[config.mk]
export PLATFORM = sky130hd
export DESIGN_NAME = l4_trigger_delayer
export DESIGN_NICKNAME = d
export VERILOG_FILES = /design/src/rtl/l4_trigger_delayer_pkg.sv /design/src/rtl/l4_delay_channel.sv /design/src/rtl/l4_trigger_delayer.sv
export SDC_FILE = /design/constraint.sdc
export NUM_CORES = 1
export LEC_CHECK = 0
export BUFFER_PORTS_ARGS = -buffer_cell sky130_fd_sc_hd__buf_2
export CORE_ASPECT_RATIO = 1.25
export CORE_MARGIN = 2
export CORE_UTILIZATION = 50
export DETAILED_ROUTE_END_ITERATION = 10
export PLACE_DENSITY = 0.74
export RECOVER_POWER = 100
export SLEW_MARGIN = 20
export SYNTH_ARGS = -nofsm -noshare
export SYNTH_HDL_FRONTEND = slang
export SYNTH_SLANG_ARGS = --single-unit
[constraint.sdc]
create_clock -name clk_i -period 17.6 [get_ports clk_i]
set_input_delay 2.64 -clock clk_i [delete_from_list [all_inputs] [get_ports clk_i]]
set_output_delay 2.64 -clock clk_i [all_outputs]
set_load 0.05 [all_outputs]
[src/rtl/l4_trigger_delayer_pkg.sv]
// l4_trigger_delayer_pkg: shared widths, L4 source indices and channel state type
package l4_trigger_delayer_pkg;
    localparam int NUM_L4_DEF      = 5;
    localparam int DELAY_BITS_DEF  = 8;
    localparam int PRETRG_BITS_DEF = 4;
    localparam int L4_RF0 = 0;
    localparam int L4_RF1 = 1;
    localparam int L4_CPU = 2;
    localparam int L4_CAL = 3;
    localparam int L4_EXT = 4;
    typedef enum logic {CH_IDLE, CH_COUNT} ch_state_e;
endpackage

[src/rtl/l4_delay_channel.sv]
// l4_delay_channel: delays one L4 pulse by a latched count and latches its pretrigger
module l4_delay_channel
    import l4_trigger_delayer_pkg::*;
#(
    parameter int DELAY_BITS  = DELAY_BITS_DEF,
    parameter int PRETRG_BITS = PRETRG_BITS_DEF
) (
    input  logic                   clk_i,
    input  logic                   rst_n_i,
    input  logic                   trig_i,
    input  logic [DELAY_BITS-1:0]  delay_i,
    input  logic [PRETRG_BITS-1:0] pre_i,
    output logic                   emit_o,
    output logic                   busy_o,
    output logic                   drop_o,
    output logic [PRETRG_BITS-1:0] pre_o
);
    ch_state_e              state_q, state_d;
    logic [DELAY_BITS-1:0]  cnt_q, cnt_d;
    logic [PRETRG_BITS-1:0] pre_q, pre_d;
    logic                   drop_q, drop_d;

    // Next state: accept from IDLE, count down, emit at zero (a pulse on the emit edge reloads)
    always_comb begin
        state_d = state_q;
        cnt_d   = cnt_q;
        pre_d   = pre_q;
        drop_d  = 1'b0;
        emit_o  = 1'b0;
        case (state_q)
            CH_IDLE: if (trig_i) begin
                state_d = CH_COUNT;
                cnt_d   = delay_i;
                pre_d   = pre_i;
            end
            CH_COUNT: if (cnt_q != '0) begin
                cnt_d  = cnt_q - DELAY_BITS'(1);
                drop_d = trig_i;
            end else begin
                emit_o = 1'b1;
                if (trig_i) begin
                    cnt_d = delay_i;
                    pre_d = pre_i;
                end else begin
                    state_d = CH_IDLE;
                end
            end
            default: state_d = CH_IDLE;
        endcase
    end

    // State, counter, pretrigger latch and drop flag registers
    always_ff @(posedge clk_i or negedge rst_n_i) begin
        if (!rst_n_i) begin
            state_q <= CH_IDLE;
            cnt_q   <= '0;
            pre_q   <= '0;
            drop_q  <= 1'b0;
        end else begin
            state_q <= state_d;
            cnt_q   <= cnt_d;
            pre_q   <= pre_d;
            drop_q  <= drop_d;
        end
    end

    assign busy_o = (state_q == CH_COUNT);
    assign drop_o = drop_q;
    assign pre_o  = pre_q;
endmodule

[src/rtl/l4_trigger_delayer.sv]
// l4_trigger_delayer: per-L4 programmable trigger delay with merged mask/pretrigger event
module l4_trigger_delayer
    import l4_trigger_delayer_pkg::*;
#(
    parameter int NUM_L4      = NUM_L4_DEF,
    parameter int DELAY_BITS  = DELAY_BITS_DEF,
    parameter int PRETRG_BITS = PRETRG_BITS_DEF
) (
    input  logic                          clk_i,
    input  logic                          rst_n_i,
    input  logic [NUM_L4-1:0]             l4_trig_i,
    input  logic [DELAY_BITS*NUM_L4-1:0]  delay_vector_i,
    input  logic [PRETRG_BITS*NUM_L4-1:0] pretrigger_vector_i,
    output logic [NUM_L4-1:0]             l4_trig_o,
    output logic                          trig_o,
    output logic [NUM_L4-1:0]             trig_mask_o,
    output logic [PRETRG_BITS-1:0]        pretrigger_o,
    output logic [NUM_L4-1:0]             busy_o,
    output logic [NUM_L4-1:0]             drop_o
);
    logic [NUM_L4-1:0]      emit;
    logic [PRETRG_BITS-1:0] ch_pre [NUM_L4];
    logic [PRETRG_BITS-1:0] pre_d, pre_q;
    logic [NUM_L4-1:0]      l4_trig_q;
    logic                   trig_q;

    for (genvar k = 0; k < NUM_L4; k++) begin : g_ch
        l4_delay_channel #(
            .DELAY_BITS (DELAY_BITS),
            .PRETRG_BITS(PRETRG_BITS)
        ) u_ch (
            .clk_i  (clk_i),
            .rst_n_i(rst_n_i),
            .trig_i (l4_trig_i[k]),
            .delay_i(delay_vector_i[DELAY_BITS*k +: DELAY_BITS]),
            .pre_i  (pretrigger_vector_i[PRETRG_BITS*k +: PRETRG_BITS]),
            .emit_o (emit[k]),
            .busy_o (busy_o[k]),
            .drop_o (drop_o[k]),
            .pre_o  (ch_pre[k])
        );
    end

    // Largest latched pretrigger among channels emitting on this edge
    always_comb begin
        pre_d = '0;
        for (int k = 0; k < NUM_L4; k++)
            if (emit[k] && ch_pre[k] > pre_d) pre_d = ch_pre[k];
    end

    // Register the merged event so it lines up with the per-channel pulses
    always_ff @(posedge clk_i or negedge rst_n_i) begin
        if (!rst_n_i) begin
            l4_trig_q <= '0;
            trig_q    <= 1'b0;
            pre_q     <= '0;
        end else begin
            l4_trig_q <= emit;
            trig_q    <= |emit;
            pre_q     <= pre_d;
        end
    end

    assign l4_trig_o    = l4_trig_q;
    assign trig_mask_o  = l4_trig_q;
    assign trig_o       = trig_q;
    assign pretrigger_o = pre_q;
endmodule

# Word level (Yosys, flattened, before mapping)
# Cells that the tools add are included.
# word_totals
regBits	80
in_bits	67
out_inout_bits	25
elab_cells	124
# classes
addsub	5
order_cmp	5
n_eq_ne	5
n_mux	70
n_bitwise	5
reduce_logical	11
# op_table
cell	count
2-to-1 mux 8 bit	10
case mux 8 bit (2 select lines)	5
2-to-1 mux 4 bit	15
case mux 4 bit (2 select lines)	5
nonzero test 8 bit	5
subtractor 8 x 1 -> 8 bit, second input constant	5
2-to-1 mux 1 bit	30
> comparator 4 bit	4
!= test 2 bit, second input constant	5
case mux 1 bit (2 select lines)	5
logical AND 1 bit	5
inverter 1 bit	5
OR reduction 5 bit	1
> comparator 4 x 1 -> 1 bit, second input constant	1

# Longest topological paths before layout
# Gate-level depths: netlist of run 1.
# depth
depth_word	17
mapped_depth	34
mapped_depth_nobuf	34

# By module
# Synthesis of run 1 repeated with hierarchy kept, for this count alone.
# unflattened
cells_unflattened	496
area_unflattened_um2	5019.8
# modules_own_cells
module	instances	cells_per_inst	area_each_um2	seq_area_each_um2
l4_delay_channel (g_ch[0].u_ch ...)	4	76	792.0	350.3
l4_trigger_delayer	1	117	1074.8	250.2
l4_delay_channel (g_ch[1].u_ch)	1	75	777.0	350.3

# Worst setup path before layout of run 1
# No wires, ideal clock.
# synth_timing
path_type	register to register
from	register g_ch[0].u_ch.cnt_q[0]
to	register pre_q[2] (netlist: pretrigger_o[2])
setup_ns	0.087
arrival_time_ns	6.479
t_required_ns	17.513
slack_ns	11.034
path_stages_with_launch	33
n_path_buf	0
synth_period_minus_slack_ns	6.566
cell_sequence	dfrtp_1 > inv_1 > ha_1 > or3b_2 > nor3_4 > nand2_1 > ha_1 > and3_1 > a221oi_2 > nor2_1 > nor2_1 > a21oi_1 > ha_1 > and2_1 > and4_1 > o22ai_1 > nand2_1 > a31o_2 > a21oi_2 > mux2_2 > ha_1 > a21oi_1 > o21ai_0 > o21ai_0 > mux2i_1 > nand2_1 > mux2i_1 > ha_1 > o21a_1 > o21a_1 > o211ai_1 > nand2_1 > o211ai_1
# synth_via
elab_chain_cells	17
# synth_rtl
item	line_no	source
start, declared	l4_delay_channel.sv:19	logic [DELAY_BITS-1:0] cnt_q, cnt_d;
start signal, assigned	l4_delay_channel.sv:61	cnt_q <= cnt_d;
nonzero test 8 bit *	l4_delay_channel.sv:36	CH_COUNT: if (cnt_q != '0) begin
2-to-1 mux 1 bit *	l4_delay_channel.sv:36	
2-to-1 mux 1 bit *	l4_delay_channel.sv:30	case (state_q)
net g_ch[0].u_ch.emit_o	l4_delay_channel.sv:13	output logic emit_o,
logical AND 1 bit *	l4_trigger_delayer.sv:48	if (emit[k] && ch_pre[k] > pre_d) pre_d = ch_pre[k];
2-to-1 mux 4 bit *	l4_trigger_delayer.sv:48	
> comparator 4 bit	l4_trigger_delayer.sv:48	
logical AND 1 bit	l4_trigger_delayer.sv:48	
[... 3 more ...]	--	
2-to-1 mux 4 bit *	l4_trigger_delayer.sv:48	
> comparator 4 bit	l4_trigger_delayer.sv:48	
logical AND 1 bit	l4_trigger_delayer.sv:48	
2-to-1 mux 4 bit *	l4_trigger_delayer.sv:48	
> comparator 4 bit	l4_trigger_delayer.sv:48	
logical AND 1 bit	l4_trigger_delayer.sv:48	
2-to-1 mux 4 bit *	l4_trigger_delayer.sv:48	
net pre_d[2]	l4_trigger_delayer.sv:23	logic [PRETRG_BITS-1:0] pre_d, pre_q;
end signal, assigned	l4_trigger_delayer.sv:60	pre_q <= pre_d;
end, declared	l4_trigger_delayer.sv:23	
# The timed path passes the listed nets; every way through them passes the cells marked *.
# A chain may end at the register's enable or synchronous reset.

# Worst setup path in the final report of run 1
# Ends and elaborated chain as after synthesis.

==> out/qor.txt, run 1 <==
STA
------------------------------------------------------------------------------------
Clock Skew ............................................................      6.54 ps
Final hold viol count .................................................            0
Minimum clock period ..................................................      8200 ps
Sum Neg Setup Slack ...................................................         0 ps
Final count of pins violating max slew ................................           81
Setup violations, final ...............................................            0
Rel. slew slack .......................................................        -178%
RSZ-0062 raised after global routing ..................................        false
Achievable Freq .......................................................      122 MHz
Crit share post-route .................................................        46.6%
Transition time of the tightest slew-check pin ........................      4170 ps

FLOORPLAN
------------------------------------------------------------------------------------
Count of boundary I/O pins ............................................           92
Core outline area .....................................................    9130 um^2
Total number of placement rows ........................................           39
Height of the chip ....................................................       112 um
Initial Utilization ...................................................        51.4%
Die outline area ......................................................   10200 um^2
Horizontal die dimension ..............................................      90.6 um

SYNTH
------------------------------------------------------------------------------------
Share of the synthesized area in the top cell type ....................        42.7%
Post-synthesis instance area ..........................................    4690 um^2
Yosys warns ...........................................................            0
Instance count of the mapped netlist ..................................          523
Most repeated cell in the gate-level netlist after synthesis ..........      dfrtp_1
Asr flop ratio synth ..................................................         100%
Portion of the post-synthesis area used by sequential elements ........        42.7%
Biggest area contributors in the synthesized netlist .................. dfrtp_1 43%, ha_1 6.1%, nand2_1 5.5%
Synth area leader .....................................................      dfrtp_1
Count of flip-flops with a built-in enable after synthesis ............            0
Post-synth top cells .................................................. 80 x dfrtp_1, 69 x nand2_1, 50 x nor2_1
Syn nets ..............................................................          613
Main synth FF type ....................................................      dfrtp_1
Number of flip-flops and latches in the synthesized netlist ...........           80
Average instance area after synthesis .................................    8.96 um^2
Distinct cell type count of the synthesized netlist ...................           58

FINAL LAYOUT
------------------------------------------------------------------------------------
Summed area of non-filler cells in the final layout ...................    5430 um^2
Area used by multi-input combinational logic ..........................    2390 um^2
Number of fill cells ..................................................          835
Net total in the final layout .........................................          691
Antenna fix cells .....................................................            0
Share of final-layout standard cells stronger than drive strength 1 ...        17.7%
Area added between synthesis and finish ...............................        15.8%
Area occupied by registers ............................................    2000 um^2

MIN PATH
------------------------------------------------------------------------------------
Hold path start ....................................................... g_ch[0].u_ch.pre_o[0]$_DFFE_PN0P_
Class of the tightest hold or removal check ...........................      reg2reg

GRT
------------------------------------------------------------------------------------
Total global routing overflow .........................................            0
Pin count of the biggest net entering global routing ..................           81
Antenna violations before repair ......................................            0
Met2 usage ............................................................        37.8%
GRT Max-Usage Layer ...................................................         met2
Wire length of the first global-routing pass ..........................     18300 um
Via count of the first global-routing pass ............................         4070
Global routing usage on met1 ..........................................        26.2%
All-layer global routing usage ........................................        22.1%
Global Route met3 Usage ...............................................        3.29%

CLOCK TREE
------------------------------------------------------------------------------------
Cts repair resizes ....................................................            0
Reg clk slew, reported paths ..........................................        60 ps
H-Tree Depth ..........................................................            3
Number of sinks on the clock net ......................................           80
Source-to-sink clock delay at the later pin of the worst-skew pair ....       340 ps
CTS tree ..............................................................         done
Num CTS Buffers .......................................................            9
Number of post-CTS setup repair buffers ...............................            0
Number of buffers between clock root and the deepest sink .............            2
Master cell of the clock root buffer ..................................    clkbuf_16
Number of buffers inserted by hold repair at cts ......................            0

JOB
------------------------------------------------------------------------------------
Max-cap violations ....................................................            1

WORST SETUP PATH
------------------------------------------------------------------------------------
Biggest fanout along the worst timing path ............................            8
CP max stage delay ....................................................       680 ps
Critical Path Slowest Stage Cell ......................................       nor3_1
Sum of buffers and inverters on the critical path .....................            1
Setup crit start kind .................................................    flip-flop
Data arrival, critical path ...........................................      8460 ps
Reg-to-reg startpoint ................................................. g_ch[0].u_ch.cnt_q[0]$_DFF_PN0_
Cell type group with the largest total delay on the critical path ..... compound AO/OA/AOI/OAI gates
Most common cell type on the critical path ............................         ha_1
Category of the critical setup timing path ............................      reg2reg
Endpoint type of the worst setup path .................................    flip-flop
Timing startpoint of the critical path ................................ g_ch[0].u_ch.cnt_q[0]$_DFF_PN0_
Crit path required time ...............................................     17860 ps

RUN STATUS
------------------------------------------------------------------------------------
Outcome ............................................................... complete, but fails checks
Violations in the final reports ....................................... max-capacitance violations, max-slew violations

DRT
------------------------------------------------------------------------------------
Via count .............................................................         4111
Initial DRC count .....................................................          168
Wire length reported by the detailed router ...........................     10700 um
Routed vias/inst ......................................................         5.64
DR DRC count ..........................................................            0
Remaining antenna violation count after routing .......................            0
Number of iterations in the first detailed-routing pass ...............            4
Wire per inst .........................................................      14.6 um

PLACEMENT
------------------------------------------------------------------------------------
Dpl hpwl ..............................................................      7940 um
Port Buffer Count .....................................................           91
Placed instance area ..................................................    5160 um^2
Weighted congestion at the end of routability-driven global placement .        0.861

POWER
------------------------------------------------------------------------------------
Static leakage power ..................................................      2.53 nW
Total power per unit cell area ........................................  131 nW/um^2
Max IR drop VDD .......................................................    0.0850 mV

==> placed cells by master (no fill, tap or decap), types with 3 or more instances in the layout <==
master,synthesis,routed
clkbuf_1,8,33
nor4_1,3,3
nor4b_1,3,3
nor3_1,18,19
o22ai_1,7,7
o21a_1,3,3
o21ai_1,4,4
o21ai_0,32,32
nand4_1,8,8
o211a_1,4,4
nand3_1,18,18
and3_1,5,5
mux2i_1,7,7
ha_1,23,23
a311oi_1,6,6
mux2_2,17,16
clkbuf_16,0,9
a211oi_1,3,3
dfrtp_1,80,80
a22oi_1,7,7
o211ai_1,7,7
and2_1,8,5
or3_1,9,9
and2_0,1,4
clkbuf_8,0,3
a21o_1,5,5
nor2_1,50,50
a21oi_1,31,32
inv_1,33,33
nand2_1,69,69
o221a_2,3,3
buf_2,0,60
==> metrics by stage <==
stage	setup slack [ps]	instances	power (W)	util, %	hold slack [ps]
floorplan	11030	523	0.000450	-	428
global placement	10640	713	0.000497	56.5	447
detailed placement	10150	713	0.000511	56.5	455
CTS	10110	729	0.000720	60.2	474
global route	8790	729	0.000765	59.5	505
finish	9400	729	0.000714	59.5	469
==> worst reg2reg max path, delay by kind of cell (launching register included) <==
family,cells,cell delay (ps)
AOI/OAI and AO/OA,12,2880
and+or+nand+nor,10,2530
adders and majority gates,5,1420
muxes,3,790
DFF,1,390
buffers and inverters,1,120
==> report_power, final <==
part | internal (W) | switching (W) | total (W)
clock | 0.000136 | 0.0000708 | 0.000207
sequential | 0.000240 | 0.0000550 | 0.000295
combinational | 0.0000912 | 0.000121 | 0.000212
==> flip-flops by register name, indices dropped and copies added (netlist names) <==
name              cells
l4_trig_o             5
g_ch.u_ch.pre_o      20
g_ch.u_ch.busy_o      5
g_ch.u_ch.drop_o      5
trig_o                1
pretrigger_o          4
g_ch.u_ch.cnt_q      40
==> routing by layer <==
| layer | wire, um | up-vias |
|---|---|---|
| li1 | - | 2025 |
| met1 | 4440 | 1960 |
| met2 | 5440 | 100 |
| met3 | 420 | 26 |
| met4 | 356 | 0 |
| met5 | 0 | - |
==> final timing paths <==
check,slack (ps),end,cells past startpoint
max in group asynchronous,11470,g_ch[1].u_ch.busy_o$_DFF_PN0_,1
worst max register to register,9400,pretrigger_o[2]$_DFF_PN0_,31
min in group asynchronous,3750,g_ch[1].u_ch.cnt_q[4]$_DFF_PN0_,1
worst min-delay path,470,g_ch[0].u_ch.pre_o[0]$_DFFE_PN0P_,2
worst max-delay path,9400,pretrigger_o[2]$_DFF_PN0_,31
worst min register to register,470,g_ch[0].u_ch.pre_o[0]$_DFFE_PN0P_,2
==> logic make-up (layout without fill, tap and decap cells) <==
logic type               count (synthesis)  count (layout)  share of synthesized area [%]
AO/OA/AOI/OAI                          129             129                           18.3
adder cells (fa/ha/maj)                 23              23                           6.14
buffers and inverters                   58             141                           5.84
flip-flops                              80              80                           42.7
multiplexers                            24              24                           5.58
AND/OR/NAND/NOR                        209             209                           21.4
==> layout make-up <==
| type | count | area share, % |
|---|---|---|
| flip-flops and latches | 80 | 36.9 |
| multi-input cells | 385 | 44.0 |
| clock buffers | 14 | 5.05 |
| repair buffers | 92 | 7.81 |
| well taps | 123 | 2.83 |
| clock inverters | 2 | 1.11 |
| inverters | 33 | 2.28 |
Power figures use the tool's default switching activity.
==> inputs of run 2 (changes only) <==
Clock period 17.6 ns to 7.6 ns, I/O delays scaled along.
==> run 2 against run 1 <==
Net effect: the run still ends with max-capacitance violations, max-slew violations left; register-to-register slack got worse by 9100 ps; clock-buffer cell count unchanged; flip-flop and latch count unchanged; utilization increased by 0.92 points; non-clock buffer count increased by 4; combinational power increased by 140%; setup slack got worse by 9100 ps; design area increased by 1.5%; maximum frequency increased by 13%; worst hold slack got worse by 3.9 ps; highest routed layer unchanged.
==> out/qor.txt, run 2 (synthesis results as in run 1) <==
FINAL LAYOUT
-------------------------------------------------------------------------------------
Number of fill cells ...................................................          860
Register ranked first by flip-flop count ............................... g_ch.u_ch.cnt_q
Area added between synthesis and finish ................................        17.6%
Net total in the final layout ..........................................          695
Top library cells by usage in the layout, fill and taps aside .......... 80 x dfrtp_1, 68 x nand2_1, 65 x buf_2
Share of final-layout standard cells stronger than drive strength 1 ....        20.2%
Most frequent standard cell in the layout excluding fill and tap cells .      dfrtp_1
Antenna fix cells ......................................................            0
Number of standard cells in the final layout excluding fillers .........          733
Largest register FFs ...................................................           40
Summed area of non-filler cells in the final layout ....................    5510 um^2

FLOORPLAN
-------------------------------------------------------------------------------------
Initial Utilization ....................................................        51.4%
Horizontal die dimension ...............................................      90.6 um
Die outline area .......................................................   10200 um^2
Count of boundary I/O pins .............................................           92
Height of the chip .....................................................       112 um
Core outline area ......................................................    9130 um^2
Total number of placement rows .........................................           39

STA
-------------------------------------------------------------------------------------
Rel. slew slack ........................................................        -178%
Setup violations, final ................................................            0
Final count of pins violating max slew .................................           81
Achievable Freq ........................................................      137 MHz
Transition time of the tightest slew-check pin .........................      4180 ps
Post-layout worst setup margin .........................................       321 ps
Clock Skew .............................................................      7.57 ps
Final-layout worst hold slack ..........................................       465 ps
Final hold viol count ..................................................            0
Crit share post-route ..................................................        95.8%
Minimum clock period ...................................................      7280 ps

GRT
-------------------------------------------------------------------------------------
Met2 usage .............................................................        38.1%
Global routing usage on met1 ...........................................        26.5%
Wire length of the first global-routing pass ...........................     18200 um
GRT Max-Usage Layer ....................................................         met2
All-layer global routing usage .........................................        21.9%
Total global routing overflow ..........................................            0
Pin count of the biggest net entering global routing ...................           81
Global Route met3 Usage ................................................        3.76%
Antenna violations before repair .......................................            0
Via count of the first global-routing pass .............................         4068

POWER
-------------------------------------------------------------------------------------
Static leakage power ...................................................      2.56 nW
Max IR drop VDD ........................................................     0.164 mV
Fraction of power spent switching nets .................................        34.8%
Total power per unit cell area .........................................  305 nW/um^2
Switching component of the power .......................................   0.000585 W
Cell-internal power ....................................................    0.00109 W
Clock group share of total power .......................................        28.5%
PnR Total Power ........................................................    0.00168 W
Sequential share of power ..............................................        40.9%
Combinational power share ..............................................        30.6%

RUN STATUS
-------------------------------------------------------------------------------------
Violations in the final reports ........................................ max-capacitance violations, max-slew violations
Outcome ................................................................ complete, but fails checks

WORST SETUP PATH
-------------------------------------------------------------------------------------
Most common cell type on the critical path .............................         ha_1
Crit path required time ................................................      7860 ps
Setup crit start kind ..................................................    flip-flop
Biggest fanout along the worst timing path .............................            7
Timing startpoint of the critical path ................................. g_ch[0].u_ch.cnt_q[0]$_DFF_PN0_
CP max stage delay .....................................................       500 ps
Reg-to-reg startpoint .................................................. g_ch[0].u_ch.cnt_q[0]$_DFF_PN0_
Category of the critical setup timing path .............................      reg2reg
Endpoint type of the worst setup path ..................................    flip-flop
Critical Path Slowest Stage Cell .......................................       or3b_2
Data arrival, critical path ............................................      7540 ps

CLOCK TREE
-------------------------------------------------------------------------------------
Number of sinks on the clock net .......................................           80
Master cell of the clock root buffer ...................................    clkbuf_16
Num CTS Buffers ........................................................            9
Reg clk slew, reported paths ...........................................        60 ps
Number of buffers inserted by hold repair at cts .......................            0
H-Tree Depth ...........................................................            3
Number of buffers between clock root and the deepest sink ..............            2
CTS tree ...............................................................         done
Source-to-sink clock delay at the later pin of the worst-skew pair .....       340 ps

DRT
-------------------------------------------------------------------------------------
Via count ..............................................................         4139
Remaining antenna violation count after routing ........................            0
Routed vias/inst .......................................................         5.65
Initial DRC count ......................................................          160
Number of iterations in the first detailed-routing pass ................            4
Wire length reported by the detailed router ............................     10800 um
Wire per inst ..........................................................      14.8 um
DR DRC count ...........................................................            0

JOB
-------------------------------------------------------------------------------------
Max-cap violations .....................................................            1

PLACEMENT
-------------------------------------------------------------------------------------
Placed instance area ...................................................    5160 um^2
Count of placed standard cells including taps ..........................          713
Setup WS pre-CTS .......................................................       171 ps
Dpl hpwl ...............................................................      7980 um
Port Buffer Count ......................................................           91
Weighted congestion at the end of routability-driven global placement ..        0.865

MIN PATH
-------------------------------------------------------------------------------------
Hold path start ........................................................ g_ch[0].u_ch.pre_o[0]$_DFFE_PN0P_
Class of the tightest hold or removal check ............................      reg2reg

run 2: cell types whose count changed in the layout (fill, tap and decap cells not counted), moves of 2 or more:
cell,delta
a21oi_2,+2
buf_4,+2
buf_2,+5
clkbuf_1,-3
o21ai_1,-2
o21ai_0,+2
a21oi_1,-3
run 2: final cells by class:
cell class              instances  area (um^2)  area share [%]
well taps                     123          154            2.79
clock inverters                 2         60.1            1.09
flip-flops and latches         80         2000            36.3
repair buffers                 96          453            8.22
multi-input cells             385         2450            44.4
inverters                      33          124            2.25
clock buffers                  14          274            4.97
run 2: layer usage:
layer / wire length, um / up-vias
met5: 0 / -
li1: - / 2031
met3: 427 / 24
met4: 314 / 0
met1: 4510 / 1978
met2: 5580 / 106
run 2: path summary, 6_finish.rpt:
| kind | to | slack, ps | cells after the start |
|---|---|---|---|
| worst max-delay path | pretrigger_o[3]$_DFF_PN0_ | 320 | 33 |
| worst min-delay path | g_ch[0].u_ch.pre_o[0]$_DFFE_PN0P_ | 460 | 2 |
| worst max register to register | pretrigger_o[3]$_DFF_PN0_ | 320 | 33 |
| worst min register to register | g_ch[0].u_ch.pre_o[0]$_DFFE_PN0P_ | 460 | 2 |
| max in group asynchronous | l4_trig_o[2]$_DFF_PN0_ | 2960 | 1 |
| min in group asynchronous | g_ch[1].u_ch.cnt_q[0]$_DFF_PN0_ | 2270 | 1 |
run 2: through the flow:
step           setup TNS (ps)  utilization [%]
2_1_floorplan               0                -
3_3_place_gp                0             56.5
3_5_place_dp                0             56.5
4_1_cts                     0             60.2
5_1_grt                 -32.3             60.4
6_report                    0             60.4
run 2: repair_timing:
| action | in CTS | in global routing |
|---|---|---|
| setup endpoints to repair | 0 | 4 |
| buffers inserted | 0 | 4 |
| resized for setup | 0 | 7 |
run 2: power by group through the flow:
stage / sequential, W / combinational, W / clock (W)
6_report: 0.000686 / 0.000514 / 0.000479
5_1_grt: 0.000705 / 0.000588 / 0.000504
3_3_place_gp: 0.000682 / 0.000470 / 0
3_5_place_dp: 0.000687 / 0.000495 / 0
2_1_floorplan: 0.000657 / 0.000385 / 0
4_1_cts: 0.000683 / 0.000499 / 0.000488
run 2: critical path: cells and delay by family, from the launching register on:
kind / cells / cell delay, ps
flip-flops: 1 / 400
multiplexers: 2 / 520
AND/OR/NAND/NOR: 11 / 2150
AO/OA/AOI/OAI: 12 / 2260
adder cells (fa/ha/maj): 5 / 1420
buffers and inverters: 3 / 440
==> inputs of run 3 (changes only) <==
Settings changed: BUFFER_PORTS_ARGS -buffer_cell sky130_fd_sc_hd__buf_2 to not set, DONT_BUFFER_PORTS set to 1, PLACE_DENSITY 0.74 to 0.66.
==> run 3 against run 2 <==
Net effect: first-iteration DRC count down 8.8%; final cell count fell by 12%; critical endpoint unchanged; largest power group unchanged; total power fell by 5.2%; the run now ends clean; register-to-register slack improved by 30 ps.
==> out/qor.txt, run 3 (synthesis results as in run 1) <==
STA
-------------------------------------------------------------------------------------
Crit share post-route ..................................................        95.3%
Transition time of the tightest slew-check pin .........................       920 ps
Final-layout worst hold slack ..........................................       463 ps
Rel. slew slack ........................................................        38.7%
Post-layout worst setup margin .........................................       354 ps
Sum Neg Setup Slack ....................................................         0 ps
Setup violations, final ................................................            0
Clock Skew .............................................................      3.97 ps
Achievable Freq ........................................................      138 MHz
Minimum clock period ...................................................      7250 ps
Final hold viol count ..................................................            0
Final count of pins violating max slew .................................            0

FINAL LAYOUT
-------------------------------------------------------------------------------------
Top library cells by usage in the layout, fill and taps aside .......... 80 x dfrtp_1, 69 x nand2_1, 49 x nor2_1
Largest register FFs ...................................................           40
Most frequent standard cell in the layout excluding fill and tap cells .      dfrtp_1
Antenna fix cells ......................................................            0
Final standard cell utilization of the core ............................        55.6%
Number of fill cells ...................................................          832
Area added between synthesis and finish ................................        8.22%
Net total in the final layout ..........................................          607
Area used by multi-input combinational logic ...........................    2430 um^2
Register ranked first by flip-flop count ............................... g_ch.u_ch.cnt_q
Share of final-layout standard cells stronger than drive strength 1 ....        11.7%
Area occupied by registers .............................................    2000 um^2

CLOCK TREE
-------------------------------------------------------------------------------------
Number of buffers between clock root and the deepest sink ..............            2
Num CTS Buffers ........................................................            9
Source-to-sink clock delay at the later pin of the worst-skew pair .....       340 ps
Number of sinks on the clock net .......................................           80
Reg clk slew, reported paths ...........................................        60 ps
H-Tree Depth ...........................................................            3
Number of buffers inserted by hold repair at cts .......................            0
CTS tree ...............................................................         done
Master cell of the clock root buffer ...................................    clkbuf_16

WORST SETUP PATH
-------------------------------------------------------------------------------------
Setup slack, reg-to-reg ................................................       350 ps
Register-to-Register Path Depth ........................................           33
Endpoint type of the worst setup path ..................................    flip-flop
CP max stage delay .....................................................       500 ps
Sum of buffers and inverters on the critical path ......................            2
Category of the critical setup timing path .............................      reg2reg
Data arrival, critical path ............................................      7510 ps
Worst path depth .......................................................           33
Biggest fanout along the worst timing path .............................            7
Setup crit start kind ..................................................    flip-flop
Cell type group with the largest total delay on the critical path ...... simple AND/OR/NAND/NOR gates
Most common cell type on the critical path .............................         ha_1
Setup crit end ......................................................... pretrigger_o[3]$_DFF_PN0_
Critical Path Slowest Stage Cell .......................................       or3b_2
Worst flop-to-flop path endpoint ....................................... pretrigger_o[3]$_DFF_PN0_
Timing startpoint of the critical path ................................. g_ch[0].u_ch.cnt_q[0]$_DFF_PN0_
Crit path required time ................................................      7860 ps
Reg-to-reg startpoint .................................................. g_ch[0].u_ch.cnt_q[0]$_DFF_PN0_

DRT
-------------------------------------------------------------------------------------
Routed vias/inst .......................................................         5.88
Wire per inst ..........................................................      16.5 um
Via count ..............................................................         3794
Remaining antenna violation count after routing ........................            0
Wire length reported by the detailed router ............................     10600 um
Number of iterations in the first detailed-routing pass ................            4
Initial DRC count ......................................................          146
DR DRC count ...........................................................            0

GRT
-------------------------------------------------------------------------------------
Antenna violations before repair .......................................            0
Pin count of the biggest net entering global routing ...................           81
Via count of the first global-routing pass .............................         3724
All-layer global routing usage .........................................        20.9%
Wire length of the first global-routing pass ...........................     17300 um
Total global routing overflow ..........................................            0

RUN STATUS
-------------------------------------------------------------------------------------
Outcome ................................................................    completed

PLACEMENT
-------------------------------------------------------------------------------------
Setup WS pre-CTS .......................................................       284 ps
Port Buffer Count ......................................................            0
Dpl hpwl ...............................................................      7900 um
Weighted congestion at the end of routability-driven global placement ..        0.897

POWER
-------------------------------------------------------------------------------------
Total power per unit cell area .........................................  314 nW/um^2
Cell-internal power ....................................................    0.00103 W
PnR Total Power ........................................................    0.00159 W
Combinational power share ..............................................        28.4%
Max IR drop VDD ........................................................     0.160 mV
Clock group share of total power .......................................        27.2%
Sequential share of power ..............................................        44.3%
Fraction of power spent switching nets .................................        35.3%
Static leakage power ...................................................      2.28 nW
Switching component of the power .......................................   0.000561 W

FLOORPLAN
-------------------------------------------------------------------------------------
Height of the chip .....................................................       112 um
Core outline area ......................................................    9130 um^2
Initial Utilization ....................................................        51.4%
Die outline area .......................................................   10200 um^2
Total number of placement rows .........................................           39
Horizontal die dimension ...............................................      90.6 um
Count of boundary I/O pins .............................................           92

JOB
-------------------------------------------------------------------------------------
Max-cap violations .....................................................            0

MIN PATH
-------------------------------------------------------------------------------------
Class of the tightest hold or removal check ............................      reg2reg

[run 3: changes by cell type in the layout (fill, tap and decap cells not counted), sizes merged]
cell | before | now
buf | 68 | 8
bufinv | 2 | 1
clkbuf | 42 | 13
clkinv | 0 | 2
[run 3: area by class of cell]
type / instances / share of cell area [%]
tap: 123 / 3.03
sequential: 80 / 39.5
inverter: 33 / 2.44
multi-input combinational: 385 / 48.0
timing repair buffer: 8 / 1.18
clock inverter: 3 / 0.789
clock buffer: 13 / 5.13
[run 3: layer usage]
layer / vias to the layer above / wire length (um) / share of wire, % / track usage [%]
li1: 1850 / - / - / -
met1: 1826 / 4300 / 40 / 23.7
met2: 89 / 5560 / 52 / 37.4
met3: 29 / 463 / 4.4 / 3.83
met4: 0 / 309 / 2.9 / 11.1
met5: - / 0 / 0 / 0
[run 3: metrics by stage]
stage	instance area (um^2)	cells
finish	5070	645
global route	5070	645
CTS	5010	639
detailed placement	4710	623
global placement	4710	623
floorplan	4690	523
[run 3: worst min-delay path by stage]
stage | start | depth (start not counted) | to
floorplan | g_ch[2].u_ch.cnt_q[0]$_DFF_PN0_ | 1 | g_ch[2].u_ch.cnt_q[0]$_DFF_PN0_
global placement | g_ch[2].u_ch.cnt_q[0]$_DFF_PN0_ | 1 | g_ch[2].u_ch.cnt_q[0]$_DFF_PN0_
detailed placement | g_ch[2].u_ch.cnt_q[0]$_DFF_PN0_ | 1 | g_ch[2].u_ch.cnt_q[0]$_DFF_PN0_
CTS | g_ch[2].u_ch.cnt_q[0]$_DFF_PN0_ | 1 | g_ch[2].u_ch.cnt_q[0]$_DFF_PN0_
global route | g_ch[2].u_ch.cnt_q[0]$_DFF_PN0_ | 1 | g_ch[2].u_ch.cnt_q[0]$_DFF_PN0_
finish | g_ch[2].u_ch.cnt_q[0]$_DFF_PN0_ | 1 | g_ch[2].u_ch.cnt_q[0]$_DFF_PN0_
[run 3: timing repair]
action | 4_1_cts | 5_1_grt
gates resized for setup | 0 | 4
setup endpoints to repair | 0 | 4
setup buffers | 0 | 6
[run 3: power groups by stage]
| stage | clock network (W) | logic, W | registers (W) |
|---|---|---|---|
| finish | 0.000433 | 0.000452 | 0.000706 |
| global placement | 0 | 0.000423 | 0.000703 |
| floorplan | 0 | 0.000385 | 0.000657 |
| global route | 0.000460 | 0.000521 | 0.000722 |
| detailed placement | 0 | 0.000446 | 0.000709 |
| CTS | 0.000443 | 0.000449 | 0.000702 |
